## src/rtl/regfile_write_arbiter.sv

```systemverilog
// Two-requester write-port arbiter feeding the 32-entry register bank; one registered write per grant.
// REGARB_ROUND_ROBIN_EN selects round-robin tie-breaking; when undefined, requester 0 wins ties.
module regfile_write_arbiter #(
  parameter int NREG = 32,
  parameter int AW   = 5,
  parameter int DW   = 32
) (
  input  logic            clk,
  input  logic            reset,
  input  logic            r0_valid,
  input  logic [AW-1:0]   r0_addr,
  input  logic [DW-1:0]   r0_data,
  output logic            r0_ready,
  input  logic            r1_valid,
  input  logic [AW-1:0]   r1_addr,
  input  logic [DW-1:0]   r1_data,
  output logic            r1_ready,
  input  logic            hold,
  output logic [NREG-1:0] wr_en,
  output logic [DW-1:0]   wr_data,
  output logic            last_grant,
  output logic [7:0]      stall_cnt
);

  typedef enum logic {IDLE, WRITE} state_t;

  state_t          state_reg;
  logic [NREG-1:0] wr_en_reg;
  logic [DW-1:0]   wr_data_reg;
  logic            last_grant_reg;
  logic [7:0]      stall_cnt_reg;

  logic            grant;
  logic [AW-1:0]   grant_addr;
  logic [DW-1:0]   grant_data;
  logic [NREG-1:0] wr_en_next;
  logic            stall;

  // Ready is purely combinational so a hold or a new request acts in the same cycle.
  always_comb begin
    r0_ready = 1'b0;
    r1_ready = 1'b0;
    if (!hold) begin
      if (r0_valid && r1_valid) begin
`ifdef REGARB_ROUND_ROBIN_EN
        if (last_grant_reg) r0_ready = 1'b1;
        else                r1_ready = 1'b1;
`else
        r0_ready = 1'b1;
`endif
      end else if (r0_valid) begin
        r0_ready = 1'b1;
      end else if (r1_valid) begin
        r1_ready = 1'b1;
      end
    end
  end

  assign grant      = r0_ready | r1_ready;
  assign grant_addr = r1_ready ? r1_addr : r0_addr;
  assign grant_data = r1_ready ? r1_data : r0_data;
  assign stall      = (r0_valid & ~r0_ready) | (r1_valid & ~r1_ready);

  // Register 0 is hardwired to zero, so its enable is never driven.
  for (genvar gi = 0; gi < NREG; gi++) begin : g_dec
    if (gi == 0) begin : g_zero
      assign wr_en_next[gi] = 1'b0;
    end else begin : g_reg
      assign wr_en_next[gi] = (grant_addr == AW'(gi));
    end
  end

  always_ff @(posedge clk or posedge reset) begin
    if (reset) begin
      state_reg   <= IDLE;
      wr_en_reg   <= '0;
      wr_data_reg <= '0;
    end else begin
      case (state_reg)
        IDLE: begin
          if (grant) begin
            state_reg   <= WRITE;
            wr_en_reg   <= wr_en_next;
            wr_data_reg <= grant_data;
          end
        end
        WRITE: begin
          if (grant) begin
            wr_en_reg   <= wr_en_next;
            wr_data_reg <= grant_data;
          end else begin
            state_reg <= IDLE;
            wr_en_reg <= '0;
          end
        end
        default: begin
          state_reg <= IDLE;
          wr_en_reg <= '0;
        end
      endcase
    end
  end

  // Reset to 1 so requester 0 wins the first tie.
  always_ff @(posedge clk or posedge reset) begin
    if (reset) begin
      last_grant_reg <= 1'b1;
      stall_cnt_reg  <= '0;
    end else begin
      if (grant) last_grant_reg <= r1_ready;
      if (stall && stall_cnt_reg != 8'hFF) stall_cnt_reg <= stall_cnt_reg + 8'd1;
    end
  end

  assign wr_en      = wr_en_reg;
  assign wr_data    = wr_data_reg;
  assign last_grant = last_grant_reg;
  assign stall_cnt  = stall_cnt_reg;

endmodule

```

## config.mk

```make
export PLATFORM = sky130hd
export DESIGN_NAME = regfile_write_arbiter
export DESIGN_NICKNAME = d
export VERILOG_FILES = /design/src/rtl/regfile_write_arbiter.sv
export SDC_FILE = /design/constraint.sdc
export NUM_CORES = 1
export LEC_CHECK = 0
export ABC_AREA = 1
export CAP_MARGIN = 20
export CORE_UTILIZATION = 40
export CTS_CLUSTER_SIZE = 16
export DETAILED_ROUTE_END_ITERATION = 8
export PLACE_DENSITY_LB_ADDON = 0.05
export SYNTH_ARGS = -nofsm -noshare
export SYNTH_HDL_FRONTEND = slang
export SYNTH_SLANG_ARGS = --single-unit
export TNS_END_PERCENT = 30
```

## constraint.sdc

```tcl
create_clock -name clk -period 2.23 [get_ports clk]
set_input_delay 0.223 -clock clk [delete_from_list [all_inputs] [get_ports clk]]
set_output_delay 0.223 -clock clk [all_outputs]
set_load 0.005 [all_outputs]
```

==> results.json, run 1 <==
{
  "status": "complete, no violations",
  "yosys_warnings": 0,
  "finalPower_uw": 3614,
  "die_y_microns": 95,
  "nets": 651,
  "grt_max_degree": 74,
  "min_period_ns": 1.975,
  "gp_congestion": 0.7772,
  "r2r_slack_ns": 0.37,
  "r2r_end": "stall_cnt[7]",
  "cts_resized": 0,
  "drv_cap": 0,
  "clockPowerShare": 0.327,
  "synth_flop_cell": "dfrtp_1",
  "nFillCells": 734,
  "clkLatencyLatePin_ns": 0.35,
  "largest_reg_flops": 32,
  "use_met2": 0.3525,
  "antenna_found_initial": 0,
  "die-area_sq_um": 9025,
  "clock_sink_count": 73,
  "h-tree-depth": 3,
  "drtIter0Drc": 112,
  "drc": 0,
  "dp_hpwl_microns": 6857,
  "hold_viol_final": 0,
  "synth_seq_cells": 73,
  "rsz0062_at_grt": "false",
  "final_layout_size_suffix_gt1_frac": 0.07465,
  "busiest_layer": "met2",
  "grt_use_met1": 0.2779,
  "track_usage": 0.2223,
  "initial_core_util": 0.4169,
  "cts_root_buffer": "clkbuf_8",
  "cts_buffers": 9,
  "synth_commonest_cells": "139 x nand2_1, 72 x dfrtp_1, 57 x o21ai_0",
  "portBuffers": 152,
  "setup.worst_path.start_class": "primary input",
  "cts.reportedPaths.clkPinSlew_ns": 0.08,
  "synth_area_leader_cell": "dfrtp_1",
  "cts_buffer_depth": 2,
  "met3_usage": 0.07649,
  "required_ns": 2.01,
  "vias_per_cell": 4.900,
  "p_sw_uw": 1017,
  "p_int_uw": 2597,
  "synth_edf_count": 0,
  "endpoint_kind": "output pin",
  "p_leak_uw": 0.002433,
  "synth_most_common_cell": "nand2_1",
  "die_w_microns": 95,
  "reg2reg_depth": 8,
  "peakVddDrop_mv": 0.4000,
  "fin_worst_skew_ns": 0.01204,
  "grt_pass1_wl_microns": 15320,
  "num_rows": 33,
  "fp.coreArea_sq_um": 8299,
  "fmax_mhz": 506.4,
  "yosys.area.top_type_share": 0.5208,
  "crit_type": "in2out",
  "grt_pass1_vias": 3254,
  "worstPathArrival_ns": 1.75,
  "postCtsHoldBufs": 0,
  "comb_power_share": 0.234,
  "slew_headroom": 0.6531,
  "syn_area_per_cell_sq_um": 8.198,
  "syn_area_sq_um": 3460,
  "final-seq-area_sq_um": 1828,
  "post_cts_buffers": 0,
  "synth_cells": 422,
  "synth_nets": 502,
  "hold_path.class": "in2async",
  "p_seq_frac": 0.439,
  "slew_violations": 0,
  "synth.distinct_cells": 25,
  "worst_pin_slew_ns": 0.5184,
  "ioPinCount": 154,
  "setup_viol_count_final": 0,
  "area_delta_synth_final_pct": 52.55,
  "power.density_nw_per_um2": 684.7,
  "rr_startpoint": "stall_cnt[0]",
  "fin_crit_sh": 0.8856,
  "num_vias": 3337,
  "totalWireLength_microns": 9667,
  "setup_tns_ns": 0,
  "wl_per_cell_microns": 14.20,
  "yosysSeqAreaShare": 0.5284,
  "cts_tree": "built",
  "diodes": 0,
  "overflow": 0,
  "multi_input_area_sq_um": 1429,
  "crit_fanout": 14,
  "ant_nets": 0,
  "drt_first_pass_iters": 4,
  "swShare": 0.2814,
  "async_flop_share": 1.000,
  "synthTopCellsByArea": "dfrtp_1 52%, nand2_1 15%, o21ai_0 8.2%, nand3_1 5.5%, nor2_1 4.1%"
}
cells by family (layout without fill, tap and decap cells):
family          after synthesis  after routing  share of synthesized area
fa+ha+maj                     1              1                   0.003616
buf+inv                      39            193                    0.05859
compound gates               68             68                    0.09837
simple gates                235            235                     0.2973
other cells                   1              1                   0.001084
xor+xnor                      5              5                    0.01266
flops                        73             73                     0.5284
worst max path at each step:
stage               startpoint            to  depth (start not counted)
floorplan                reset  stall_cnt[0]                          1
global placement      r1_valid  stall_cnt[7]                          8
detailed placement    r1_valid  stall_cnt[7]                          8
CTS                   r1_valid      r1_ready                          4
global route          r1_valid      r1_ready                          4
finish                r1_valid      r1_ready                          4
placed cells by master, fill, tap and decap left out:
master / netlist / layout
inv_2: 4 / 5
o21ai_0: 57 / 57
clkbuf_8: 0 / 9
dfrtp_1: 72 / 72
nor2_1: 38 / 38
clkdlybuf4s50_1: 0 / 152
bufinv_16: 0 / 2
buf_12: 0 / 1
inv_6: 1 / 3
nor2_2: 6 / 6
nor2_4: 4 / 4
nand3b_1: 3 / 3
conb_1: 1 / 1
dfstp_2: 1 / 1
nand3_1: 38 / 38
xnor2_1: 5 / 5
clkinv_4: 0 / 2
o21ai_1: 11 / 11
nand4_1: 5 / 5
buf_4: 6 / 7
ha_1: 1 / 1
inv_1: 12 / 11
nand3_4: 1 / 1
nor2_8: 1 / 1
nand2_1: 139 / 139
clkinvlp_4: 0 / 1
metal layers:
metal,vias to the layer above,part of all wire
li1,1657,-
met1,1549,0.42
met4,0,0.011
met3,10,0.087
met2,121,0.49
met5,-,0
through the flow:
stage / std cells / util / instance area, sq um / setup WS (ns) / hold slack, ns
6_report: 681 / 0.6359 / 5278 / 0.2552 / 0.2678
5_1_grt: 681 / 0.6359 / 5278 / 0.1900 / 0.3085
4_1_cts: 681 / 0.6359 / 5278 / 0.2608 / 0.2817
3_5_place_dp: 665 / 0.6086 / 5051 / 0.1629 / 0.4697
3_3_place_gp: 665 / 0.6086 / 5051 / 0.2398 / 0.4658
2_1_floorplan: 422 / - / 3460 / 0.1554 / 0.3932
worst max-delay path, stage by stage:
cell and delay [ns]:
clkdlybuf4s50_1 0.66, nand3_4 0.22, inv_1 0.10, clkdlybuf4s50_1 0.54
final cells by class:
class                   count  area share
inverters                  17     0.01304
well taps                 105     0.02489
repair buffers            160      0.3020
multi-input cells         310      0.2707
clock buffers               9     0.02347
clock inverters             7     0.01944
flip-flops and latches     73      0.3464
power by group through the flow:
| stage | clock network (uW) | logic, uW | registers, uW |
|---|---|---|---|
| after floorplan | 0 | 337 | 1610 |
| after global placement | 0 | 841 | 1600 |
| after detailed placement | 0 | 857 | 1610 |
| after CTS | 1200 | 859 | 1590 |
| after global routing | 1260 | 936 | 1600 |
| final | 1180 | 846 | 1590 |
(Power assumes the default switching activity.)
==> run 2, diff against run 1 <==
Settings changed: REMOVE_ABC_BUFFERS set to 1.
==> results.json, run 2 (synthesis results as in run 1) <==
{
  "num_rows": 33,
  "critPathCapture": "r1_ready",
  "num_vias": 3356,
  "hold_path.class": "in2async",
  "cpPeakStageDelay_ns": 0.65,
  "initial_core_util": 0.4169,
  "diodes": 0,
  "place_ws_ns": 0.2335,
  "min_period_ns": 1.943,
  "hold_viol_final": 0,
  "ant_nets": 0,
  "cts_buffer_depth": 2,
  "die_w_microns": 95,
  "fin_cells": 680,
  "grt_pass1_wl_microns": 15660,
  "cts_tree": "built",
  "peakVddDrop_mv": 0.4399,
  "wl_per_cell_microns": 13.98,
  "cpMostUsedCell": "clkdlybuf4s50_1",
  "drt_first_pass_iters": 5,
  "h-tree-depth": 3,
  "worstPathArrival_ns": 1.72,
  "setup_ws_ns": 0.2870,
  "track_usage": 0.2273,
  "gp_congestion": 0.7387,
  "drv_cap": 0,
  "drc": 0,
  "r2r_slack_ns": 0.51,
  "crit_chain": "clkdlybuf4s50_1 -> nand3_4 -> inv_1 -> clkdlybuf4s50_1",
  "final_common_cell": "clkdlybuf4s50_1",
  "post_cts_buffers": 0,
  "totalWireLength_microns": 9503,
  "fmax_mhz": 514.7,
  "cts.reportedPaths.clkPinSlew_ns": 0.08,
  "fin_crit_sh": 0.8713,
  "vias_per_cell": 4.935,
  "reg2reg_depth": 8,
  "r2r_end": "stall_cnt[7]",
  "fin_worst_skew_ns": 0.01188,
  "rr_startpoint": "stall_cnt[0]",
  "slew_violations": 0,
  "final_layout_size_suffix_gt1_frac": 0.07304,
  "crit_fanout": 14,
  "power.density_nw_per_um2": 694.9,
  "die_y_microns": 95,
  "nets": 650,
  "endpoint_kind": "output pin",
  "clkLatencyLatePin_ns": 0.34,
  "postCtsHoldBufs": 0,
  "grt_max_degree": 74,
  "dp_hpwl_microns": 6549,
  "die-area_sq_um": 9025,
  "status": "complete, no violations",
  "overflow": 0,
  "p_leak_uw": 0.002437,
  "cts_root_buffer": "clkbuf_8",
  "rsz0062_at_grt": "false",
  "critPathLaunch": "r1_valid",
  "cts_buffers": 9,
  "setup.worst_path.start_class": "primary input",
  "placed_cells": 664,
  "portBuffers": 152,
  "antenna_found_initial": 0,
  "fp.coreArea_sq_um": 8299,
  "slowest_stage": "clkdlybuf4s50_1",
  "clock_sink_count": 73,
  "area_delta_synth_final_pct": 53.16,
  "setup_tns_ns": 0,
  "ioPinCount": 154,
  "drtIter0Drc": 156,
  "setup_viol_count_final": 0,
  "crit_type": "in2out",
  "grt_pass1_vias": 3256,
  "required_ns": 2.01,
  "layout_common_cells": "152 x clkdlybuf4s50_1, 139 x nand2_1, 72 x dfrtp_1",
  "largest_reg_flops": 32,
  "cts_resized": 0
}
==> run 2: report_power, final <==
part | total (uW) | switching, uW | internal (uW)
Clock | 1250 | 507 | 743
Sequential | 1580 | 116 | 1470
Combinational | 850 | 359 | 491
Total | 3680 | 982 | 2700
==> run 2: metal layers <==
metal  part of all wire  up-vias  global-route usage
met1               0.45     1549              0.2962
met5                  0        -                   0
met4              0.031        0              0.1111
li1                   -     1657                   -
met2               0.45      123              0.3459
met3              0.071       27             0.06361
==> run 2: worst min-delay path by stage <==
stage,cells after the start,end,start
floorplan,2,wr_data[14],r1_data[14]
global placement,2,wr_en[23],wr_en[23]
detailed placement,2,wr_en[23],wr_en[23]
CTS,3,wr_data[31],reset
global route,3,wr_data[31],reset
finish,3,wr_data[31],reset
==> run 2: final cells by class <==
cell class              count  area [sq um]
well taps                 105         131.4
flip-flops and latches     73          1828
fillers                   711          3000
repair buffers            159          1599
clock buffers               9         123.9
clock inverters             7         118.9
inverters                  17         68.82
multi-input cells         310          1429
==> run 2: per-stage QoR <==
stage                       util  power [uW]  area, sq um  hold WS [ns]
after detailed placement  0.6092        2460         5056        0.4668
final                     0.6385        3682         5299        0.2712
after global routing      0.6385        3894         5299        0.3017
after global placement    0.6092        2446         5056        0.4640
after floorplan                -        1913         3326        0.3932
after CTS                 0.6385        3726         5299        0.3000
==> run 2: worst max-delay path, delay by kind of cell <==
| family | cells | cell delay [ns] |
|---|---|---|
| buf+inv | 3 | 1.29 |
| simple gates | 1 | 0.20 |
